$ cat src/rtl/pc_sequencer_if.sv
// rtl/pc_sequencer_if.sv - sequencer control bus: decoder/memory/PC inputs, PC and strobe outputs
interface pc_seq_if #(
   parameter int ADDR_W = 32
) ();
   logic [ADDR_W-1:0] pc_cur;
   logic              mem_ready;
   logic              dec_valid;
   logic [1:0]        dec_class;
   logic              br_taken;
   logic [ADDR_W-1:0] br_target;
   logic              irq;
   logic              pc_en;
   logic [1:0]        pc_sr;
   logic [ADDR_W-1:0] pc_addr;
   logic              fetch_req;
   logic              ir_load;
   logic              mem_req;
   logic              wb_en;
   logic              in_irq;
   logic [2:0]        state;

   // sequencer side
   modport master (
      input  pc_cur, mem_ready, dec_valid, dec_class, br_taken, br_target, irq,
      output pc_en, pc_sr, pc_addr, fetch_req, ir_load, mem_req, wb_en, in_irq, state
   );

   // datapath / environment side
   modport slave (
      output pc_cur, mem_ready, dec_valid, dec_class, br_taken, br_target, irq,
      input  pc_en, pc_sr, pc_addr, fetch_req, ir_load, mem_req, wb_en, in_irq, state
   );
endinterface

$ cat src/rtl/pc_sequencer.sv
// rtl/pc_sequencer.sv - multi-cycle control FSM driving ProgramCounter en/sr/address
module pc_sequencer #(
   parameter int                ADDR_W    = 32,
   parameter logic [ADDR_W-1:0] RESET_VEC = 32'h0000_0000,
   parameter logic [ADDR_W-1:0] IRQ_VEC   = 32'h0000_0080
) (
   input  logic      clk,
   input  logic      rst_n,
   pc_seq_if.master  bus
);

   typedef enum logic [2:0] {
      S_RST_LD   = 3'd0,
      S_FETCH    = 3'd1,
      S_DECODE   = 3'd2,
      S_EXEC     = 3'd3,
      S_MEM      = 3'd4,
      S_WB       = 3'd5,
      S_IRQ_SAVE = 3'd6,
      S_IRQ_VEC  = 3'd7
   } state_t;

   localparam logic [1:0] CLS_ALU  = 2'b00;
   localparam logic [1:0] CLS_MEM  = 2'b01;
   localparam logic [1:0] CLS_BR   = 2'b10;
   localparam logic [1:0] CLS_ERET = 2'b11;

   localparam logic [1:0] SR_LOAD    = 2'b00;
   localparam logic [1:0] SR_SAVE    = 2'b01;
   localparam logic [1:0] SR_RESTORE = 2'b11;

   state_t            state_q, state_d;
   logic [1:0]        cls_q, cls_d;
   logic              in_irq_q, in_irq_d;
   logic              pc_en, fetch_req, ir_load, mem_req, wb_en;
   logic [1:0]        pc_sr;
   logic [ADDR_W-1:0] pc_addr;
   state_t            done_next;

   // state, latched instruction class and handler flag
   always_ff @(posedge clk or negedge rst_n) begin
      if (!rst_n) begin
         state_q  <= S_RST_LD;
         cls_q    <= CLS_ALU;
         in_irq_q <= 1'b0;
      end else begin
         state_q  <= state_d;
         cls_q    <= cls_d;
         in_irq_q <= in_irq_d;
      end
   end

   // next state and same-cycle strobes; reset forces quiet outputs without waiting for a clock
   always_comb begin
      state_d   = state_q;
      cls_d     = cls_q;
      in_irq_d  = in_irq_q;
      pc_en     = 1'b0;
      pc_sr     = SR_LOAD;
      pc_addr   = bus.pc_cur;
      fetch_req = 1'b0;
      ir_load   = 1'b0;
      mem_req   = 1'b0;
      wb_en     = 1'b0;
      // completion uses the pre-clear flag so an ERET cannot re-enter in the same cycle
      done_next = (bus.irq && !in_irq_q) ? S_IRQ_SAVE : S_FETCH;
      case (state_q)
         S_RST_LD: begin
            pc_en   = 1'b1;
            pc_addr = RESET_VEC;
            state_d = S_FETCH;
         end
         S_FETCH: begin
            fetch_req = 1'b1;
            if (bus.mem_ready) begin
               ir_load = 1'b1;
               pc_en   = 1'b1;
               pc_addr = bus.pc_cur + ADDR_W'(4);
               state_d = S_DECODE;
            end
         end
         S_DECODE: begin
            if (bus.dec_valid) begin
               cls_d   = bus.dec_class;
               state_d = S_EXEC;
            end
         end
         S_EXEC: begin
            case (cls_q)
               CLS_ALU: state_d = S_WB;
               CLS_MEM: state_d = S_MEM;
               CLS_BR: begin
                  if (bus.br_taken) begin
                     pc_en   = 1'b1;
                     pc_addr = bus.br_target;
                  end
                  state_d = done_next;
               end
               default: begin
                  if (in_irq_q) begin
                     pc_en    = 1'b1;
                     pc_sr    = SR_RESTORE;
                     in_irq_d = 1'b0;
                  end
                  state_d = done_next;
               end
            endcase
         end
         S_MEM: begin
            mem_req = 1'b1;
            if (bus.mem_ready) state_d = S_WB;
         end
         S_WB: begin
            wb_en   = 1'b1;
            state_d = done_next;
         end
         S_IRQ_SAVE: begin
            // shadow captures pc_addr+4, i.e. the current (next-instruction) PC
            pc_en   = 1'b1;
            pc_sr   = SR_SAVE;
            pc_addr = bus.pc_cur - ADDR_W'(4);
            state_d = S_IRQ_VEC;
         end
         default: begin
            pc_en    = 1'b1;
            pc_addr  = IRQ_VEC;
            in_irq_d = 1'b1;
            state_d  = S_FETCH;
         end
      endcase
      if (!rst_n) begin
         pc_en     = 1'b0;
         pc_sr     = SR_LOAD;
         pc_addr   = RESET_VEC;
         fetch_req = 1'b0;
         ir_load   = 1'b0;
         mem_req   = 1'b0;
         wb_en     = 1'b0;
      end
   end

   assign bus.pc_en     = pc_en;
   assign bus.pc_sr     = pc_sr;
   assign bus.pc_addr   = pc_addr;
   assign bus.fetch_req = fetch_req;
   assign bus.ir_load   = ir_load;
   assign bus.mem_req   = mem_req;
   assign bus.wb_en     = wb_en;
   assign bus.in_irq    = in_irq_q;
   assign bus.state     = state_q;

endmodule

$ cat src/flat_wrapper.sv
// flat-port wrapper written by rule: the top's interface ports become plain ports
module pc_sequencer_flat 
#(
   parameter int                ADDR_W    = 32,
   parameter logic [ADDR_W-1:0] RESET_VEC = 32'h0000_0000,
   parameter logic [ADDR_W-1:0] IRQ_VEC   = 32'h0000_0080
)
  (clk, rst_n, bus_pc_cur, bus_mem_ready, bus_dec_valid, bus_dec_class, bus_br_taken, bus_br_target, bus_irq, bus_pc_en, bus_pc_sr, bus_pc_addr, bus_fetch_req, bus_ir_load, bus_mem_req, bus_wb_en, bus_in_irq, bus_state);
  pc_seq_if #(.ADDR_W(ADDR_W)) bus_i ();
  input  logic clk;
  input  logic rst_n;
  input wire logic [$bits(bus_i.pc_cur)-1:0] bus_pc_cur;
  input wire logic [$bits(bus_i.mem_ready)-1:0] bus_mem_ready;
  input wire logic [$bits(bus_i.dec_valid)-1:0] bus_dec_valid;
  input wire logic [$bits(bus_i.dec_class)-1:0] bus_dec_class;
  input wire logic [$bits(bus_i.br_taken)-1:0] bus_br_taken;
  input wire logic [$bits(bus_i.br_target)-1:0] bus_br_target;
  input wire logic [$bits(bus_i.irq)-1:0] bus_irq;
  output wire logic [$bits(bus_i.pc_en)-1:0] bus_pc_en;
  output wire logic [$bits(bus_i.pc_sr)-1:0] bus_pc_sr;
  output wire logic [$bits(bus_i.pc_addr)-1:0] bus_pc_addr;
  output wire logic [$bits(bus_i.fetch_req)-1:0] bus_fetch_req;
  output wire logic [$bits(bus_i.ir_load)-1:0] bus_ir_load;
  output wire logic [$bits(bus_i.mem_req)-1:0] bus_mem_req;
  output wire logic [$bits(bus_i.wb_en)-1:0] bus_wb_en;
  output wire logic [$bits(bus_i.in_irq)-1:0] bus_in_irq;
  output wire logic [$bits(bus_i.state)-1:0] bus_state;
  assign bus_i.pc_cur = bus_pc_cur;
  assign bus_i.mem_ready = bus_mem_ready;
  assign bus_i.dec_valid = bus_dec_valid;
  assign bus_i.dec_class = bus_dec_class;
  assign bus_i.br_taken = bus_br_taken;
  assign bus_i.br_target = bus_br_target;
  assign bus_i.irq = bus_irq;
  assign bus_pc_en = bus_i.pc_en;
  assign bus_pc_sr = bus_i.pc_sr;
  assign bus_pc_addr = bus_i.pc_addr;
  assign bus_fetch_req = bus_i.fetch_req;
  assign bus_ir_load = bus_i.ir_load;
  assign bus_mem_req = bus_i.mem_req;
  assign bus_wb_en = bus_i.wb_en;
  assign bus_in_irq = bus_i.in_irq;
  assign bus_state = bus_i.state;
  pc_sequencer #(.ADDR_W(ADDR_W), .RESET_VEC(RESET_VEC), .IRQ_VEC(IRQ_VEC)) u_core (.clk(clk), .rst_n(rst_n), .bus(bus_i));
endmodule
$ cat config.mk
export PLATFORM = sky130hd
export DESIGN_NAME = pc_sequencer_flat
export DESIGN_NICKNAME = d
export VERILOG_FILES = /design/src/rtl/pc_sequencer_if.sv /design/src/rtl/pc_sequencer.sv /design/src/flat_wrapper.sv
export SDC_FILE = /design/constraint.sdc
export NUM_CORES = 1
export LEC_CHECK = 0
export CORE_AREA = 3 3 75 105
export DETAILED_ROUTE_END_ITERATION = 10
export DIE_AREA = 0 0 78 108
export GPL_ROUTABILITY_DRIVEN = 1
export PLACE_DENSITY = 0.84
export RECOVER_POWER = 100
export SYNTH_ARGS = -nofsm -noshare
export SYNTH_HDL_FRONTEND = slang
export SYNTH_SLANG_ARGS = --single-unit
$ cat constraint.sdc
create_clock -name clk -period 2.54 [get_ports clk]
set_clock_uncertainty 0.2 [all_clocks]
set_input_delay 0.508 -clock clk [delete_from_list [all_inputs] [get_ports clk]]
set_output_delay 0.508 -clock clk [all_outputs]
set_load 0.005 [all_outputs]
==> flow_summary.yaml, run 1 <==
floorplanning:
  num_io_pins: 115
  rows: 36
  die_y_um: 108
  die_w_um: 78
  start_util_pct: 40.62
placement:
  dp_hpwl_mm: 11.21
  pre_cts_slack_ns: -1.308
  gp_congestion: 0.9989
  dp_cells: 748
  io_buffers: 114
clocking:
  cts-htree-levels: 1
  ctsHoldBuffers: 0
  cts_root_buffer: "clkbuf_8"
  cts_buffers: 3
  clockBufferDepth: 2
  cts.sinks: 6
global_route:
  grt_max_degree: 18
  grt.overflow.total: 654
  grt_usage_pct: 91.62
yosys:
  ys_seq_area_share_pct: 5.261
  synthCells: 446
  ys_types: 77
  ys_seq_elements: 6
  synthArstFlopShare_pct: 100.0
  netlist_area_um2: 2854
  syn_area_per_cell_um2: 6.399
  synth_edf_count: 0
  synth_ff_type: "dfrtp_1"
  yosysWarnings: 0
  syn_nets: 520
timing:
  worstEndpointGrtRepair: "bus_pc_addr[11]"
  worst_endpoint_kind: "output port"
run_status:
  error_line: "[ERROR GRT-0232] Routing congestion too high. Check the congestion heatmap in the GUI."
  status: "did not finish"
  failing_step: "global routing"
-- stage by stage --
| stage | area, um^2 | setup TNS (ns) |
|---|---|---|
| 2_1_floorplan | 3092 | -1.228 |
| 3_3_place_gp | 5080 | -34.23 |
| 3_5_place_dp | 5080 | -35.58 |
| 4_1_cts | 6192 | -9.127 |
-- timing repair --
| item | CTS |
|---|---|
| gates cloned | 1 |
| hold endpoints to repair | 0 |
| resized for setup | 405 |
| pin swaps | 98 |
| buffers inserted | 73 |
| setup endpoints to repair | 39 |
-- logic make-up after synthesis --
kind of cell    synth area share (%)
mux                            1.841
xor+xnor                       1.841
simple gates                   43.18
fa+ha+maj                     0.8767
flops                          5.261
buf+inv                        9.601
compound gates                 37.40
-- layer usage --
layer,global-route usage (%),GRT overflow
met1,83.71,8
met2,128.4,520
met3,59.25,6
met4,102.3,119
met5,3.125,1
-- cell usage after synthesis, types with 6 or more instances --
| cell type | count | area (um^2) |
|---|---|---|
| a21oi_1 | 33 | 165.2 |
| a22oi_1 | 12 | 90.09 |
| a31oi_1 | 26 | 162.7 |
| buf_2 | 10 | 50.05 |
| clkbuf_1 | 32 | 120.1 |
| dfrtp_1 | 6 | 150.1 |
| inv_1 | 9 | 33.78 |
| nand2_1 | 40 | 150.1 |
| nand3_1 | 18 | 90.09 |
| nand4_1 | 13 | 81.33 |
| nor2_1 | 36 | 135.1 |
| nor3_1 | 17 | 85.08 |
| nor4_1 | 15 | 93.84 |
| o21ai_0 | 13 | 65.06 |
| o21ai_1 | 17 | 85.08 |
| o31a_1 | 7 | 61.31 |
| or3_1 | 10 | 62.56 |
| or4_1 | 8 | 60.06 |
==> run 2: changes to the inputs <==
--- a/config.mk
+++ b/config.mk
@@ -5,11 +5,11 @@
 export SDC_FILE = /design/constraint.sdc
 export NUM_CORES = 1
 export LEC_CHECK = 0
-export CORE_AREA = 3 3 75 105
+export CORE_AREA = 3 3 89 91
 export DETAILED_ROUTE_END_ITERATION = 10
-export DIE_AREA = 0 0 78 108
+export DIE_AREA = 0 0 92 94
 export GPL_ROUTABILITY_DRIVEN = 1
-export PLACE_DENSITY = 0.84
+export PLACE_DENSITY_LB_ADDON = 0.15
 export RECOVER_POWER = 100
 export SYNTH_ARGS = -nofsm -noshare
 export SYNTH_HDL_FRONTEND = slang
==> constraint.sdc (replaced) <==
create_clock -name clk -period 3.3 [get_ports clk]
set_clock_uncertainty 0.2 [all_clocks]
set_input_delay 0.66 -clock clk [delete_from_list [all_inputs] [get_ports clk]]
set_output_delay 0.66 -clock clk [all_outputs]
set_load 0.005 [all_outputs]
==> run 2 against run 1 <==
  * The flow now finishes, with violations (setup timing)
  * Synthesized cell count stayed put
  * Synthesized area stayed put
==> flow_summary.yaml, run 2 <==
route:
  ant_nets: 0
  wirelength_mm: 17.10
  remaining_drc_errors: 0
  viasPerCell: 6.598
  wl_per_cell_um: 21.54
  drt_iter0_drc: 448
  first_pass_iters: 6
  vias: 5239
yosys:
  synth_top_cells_by_count: "nand2_1, nor2_1, a21oi_1, clkbuf_1, a31oi_1"
  netlist_area_um2: 2854
  synthCells: 446
  synth_area_leaders: "a21oi_1, a31oi_1, dfrtp_1"
  synth_edf_count: 0
  syn_nets: 520
  ys_seq_elements: 6
  synth_ff_type: "dfrtp_1"
  ys_seq_area_share_pct: 5.261
  ys_types: 77
  syn_area_per_cell_um2: 6.399
  yosysMostFrequentCell: "nand2_1"
  synthArstFlopShare_pct: 100.0
  yosysTopAreaCell: "a21oi_1"
  synth.top_cell.area_share_pct: 5.787
  yosysWarnings: 0
final_layout:
  nFillCells: 465
  layout_common_cells: "buf_4, clkdlybuf4s50_1, buf_6"
  drive_gt1_share_pct: 46.33
  seq_area_um2: 150.1
  fin_nets: 771
  fin_cells: 794
  multi_input_area_um2: 2937
  final_common_cell: "buf_4"
  antenna_cells: 0
  area_delta_synth_final_pct: 103.9
  largest_reg_flops: 3
  finish.utilization_pct: 80.68
clocking:
  clkTransAtPathRegs_ns: 0.03
  cts-htree-levels: 1
  ctsHoldBuffers: 0
  clockBufferDepth: 2
  cts_root_buffer: "clkbuf_8"
  clock_latency_ns: 0.22
  cts_buffers: 3
  cts.sinks: 6
  tritoncts: "done"
timing:
  period_minus_slack_ns: 3.486
  layout_setup_ws_ns: -0.1859
  relSlewSlack_pct: 58.98
  fmax_mhz: 286.9
  final.period_utilization_pct: 105.6
  report.final.slew_viol_count: 0
  hold_violations: 0
  setup_viol: 23
  worst_pin_slew_ns: 0.6154
  grt_setup_unrepaired: "yes"
  tns_ns: -1.881
floorplanning:
  start_util_pct: 39.56
  die_w_um: 92
  die_y_um: 94
  core_area_um2: 7214
  die_area_um2: 8648
  num_io_pins: 115
  rows: 31
power_and_ir_drop:
  intPower_mw: 1.130
  p_sw_share_pct: 51.08
  leakagePower_nw: 2.375
  power_frac_clock_pct: 4.8
  seqPwrFrac_pct: 6.9
  p_per_area_nw_per_um2: 396.9
  switchingPower_mw: 1.180
  ir_drop_v: 0.0003840
  combPwrFrac_pct: 88.4
run_status:
  status: "finished with violations"
  violations: "setup timing"
min_path:
  min_path_type: "flop to flop"
  worstHoldPathCells: 1
critical_path:
  reg2reg_depth: 5
  critical_path.max_fanout: 3
  start_kind: "primary input"
  path_class: "primary input to output pin"
  crit_path_end_kind: "output pin"
  worst-endpoint-required_ns: 2.44
  critPathArrivalTime_ns: 2.63
  reg2reg_slack_ns: 1.18
global_route:
  grt.overflow.total: 0
  grt_max_degree: 30
  grt_pass1_vias: 4805
  grt_pass1_wl_mm: 23.54
  antenna_found_initial: 0
  grt_usage_pct: 33.17
run:
  drv_cap: 0
placement:
  io_buffers: 114
  gp_congestion: 0.9633
  dp_cells: 731
  dp_hpwl_mm: 10.06
## run 2: logic make-up after synthesis
family / count (synthesis) / share of synthesized area, %
muxes: 5 / 1.841
buffers and inverters: 58 / 9.601
and+or+nand+nor: 209 / 43.18
DFF: 6 / 5.261
adders and majority gates: 2 / 0.8767
xor gates and xnor gates: 6 / 1.841
AOI/OAI and AO/OA: 160 / 37.40
## run 2: metal layers
metal	routed length (um)	vias to the layer above	GRT usage (%)
met3	1911	138	5.609
met5	0	-	0
li1	-	2246	-
met2	7907	467	58.88
met4	1251	0	13.24
met1	6032	2388	39.63
## run 2: stage by stage
| step | cell area [um^2] | setup slack (ns) | power [mW] | hold WS, ns |
|---|---|---|---|---|
| 2_1_floorplan | 2854 | 0.1717 | 1.033 | 0.1644 |
| 3_3_place_gp | 4832 | -0.8249 | 1.898 | 0.3917 |
| 3_5_place_dp | 4832 | -0.8715 | 1.918 | 0.3965 |
| 4_1_cts | 5480 | -0.2055 | 2.058 | 0.4194 |
| 5_1_grt | 5821 | -0.2987 | 2.435 | 0.4795 |
| 6_report | 5821 | -0.1859 | 2.310 | 0.4490 |
## run 2: area by class of cell
| type | instances | share of cell area, % |
|---|---|---|
| Clock buffer | 3 | 0.7094 |
| Inverter | 9 | 0.6664 |
| Multi-Input combinational cell | 382 | 50.45 |
| Sequential cell | 6 | 2.580 |
| Tap cell | 99 | 2.128 |
| Timing Repair Buffer | 295 | 43.47 |
## run 2: critical path, stage by stage
cell and delay (ns):
buf_6 0.08, nand4_1 0.18, buf_4 0.20, or4_4 0.53, buf_6 0.15, or3_4 0.31, a21o_1 0.19, a31oi_1 0.17
buf_2 0.15
## run 2: what timing repair did
action	CTS	global route
setup buffers	42	19
gates resized for setup	269	84
setup endpoints to repair	33	32
pin swaps	65	61
gates cloned	1	0
## run 2: worst paths after layout
| check | start | to |
|---|---|---|
| worst max-delay path | bus_pc_cur[11] | bus_pc_addr[18] |
| worst min-delay path | u_core.cls_q[0]$_DFFE_PN0P_ | u_core.cls_q[0]$_DFFE_PN0P_ |
| worst max register to register | u_core.bus.state[1]$_DFFE_PN0P_ | u_core.cls_q[1]$_DFFE_PN0P_ |
| worst min register to register | u_core.cls_q[0]$_DFFE_PN0P_ | u_core.cls_q[0]$_DFFE_PN0P_ |
| max in group asynchronous | rst_n | u_core.cls_q[0]$_DFFE_PN0P_ |
| min in group asynchronous | rst_n | u_core.bus.state[1]$_DFFE_PN0P_ |
## run 2: power groups by stage
stage	Combinational, mW	Sequential, mW	Clock (mW)
after floorplan	0.890	0.143	0
after global placement	1.75	0.150	0
after detailed placement	1.77	0.153	0
after CTS	1.79	0.155	0.112
after global routing	2.15	0.164	0.119
final	2.04	0.159	0.110
Power figures use the tool's default switching activity.
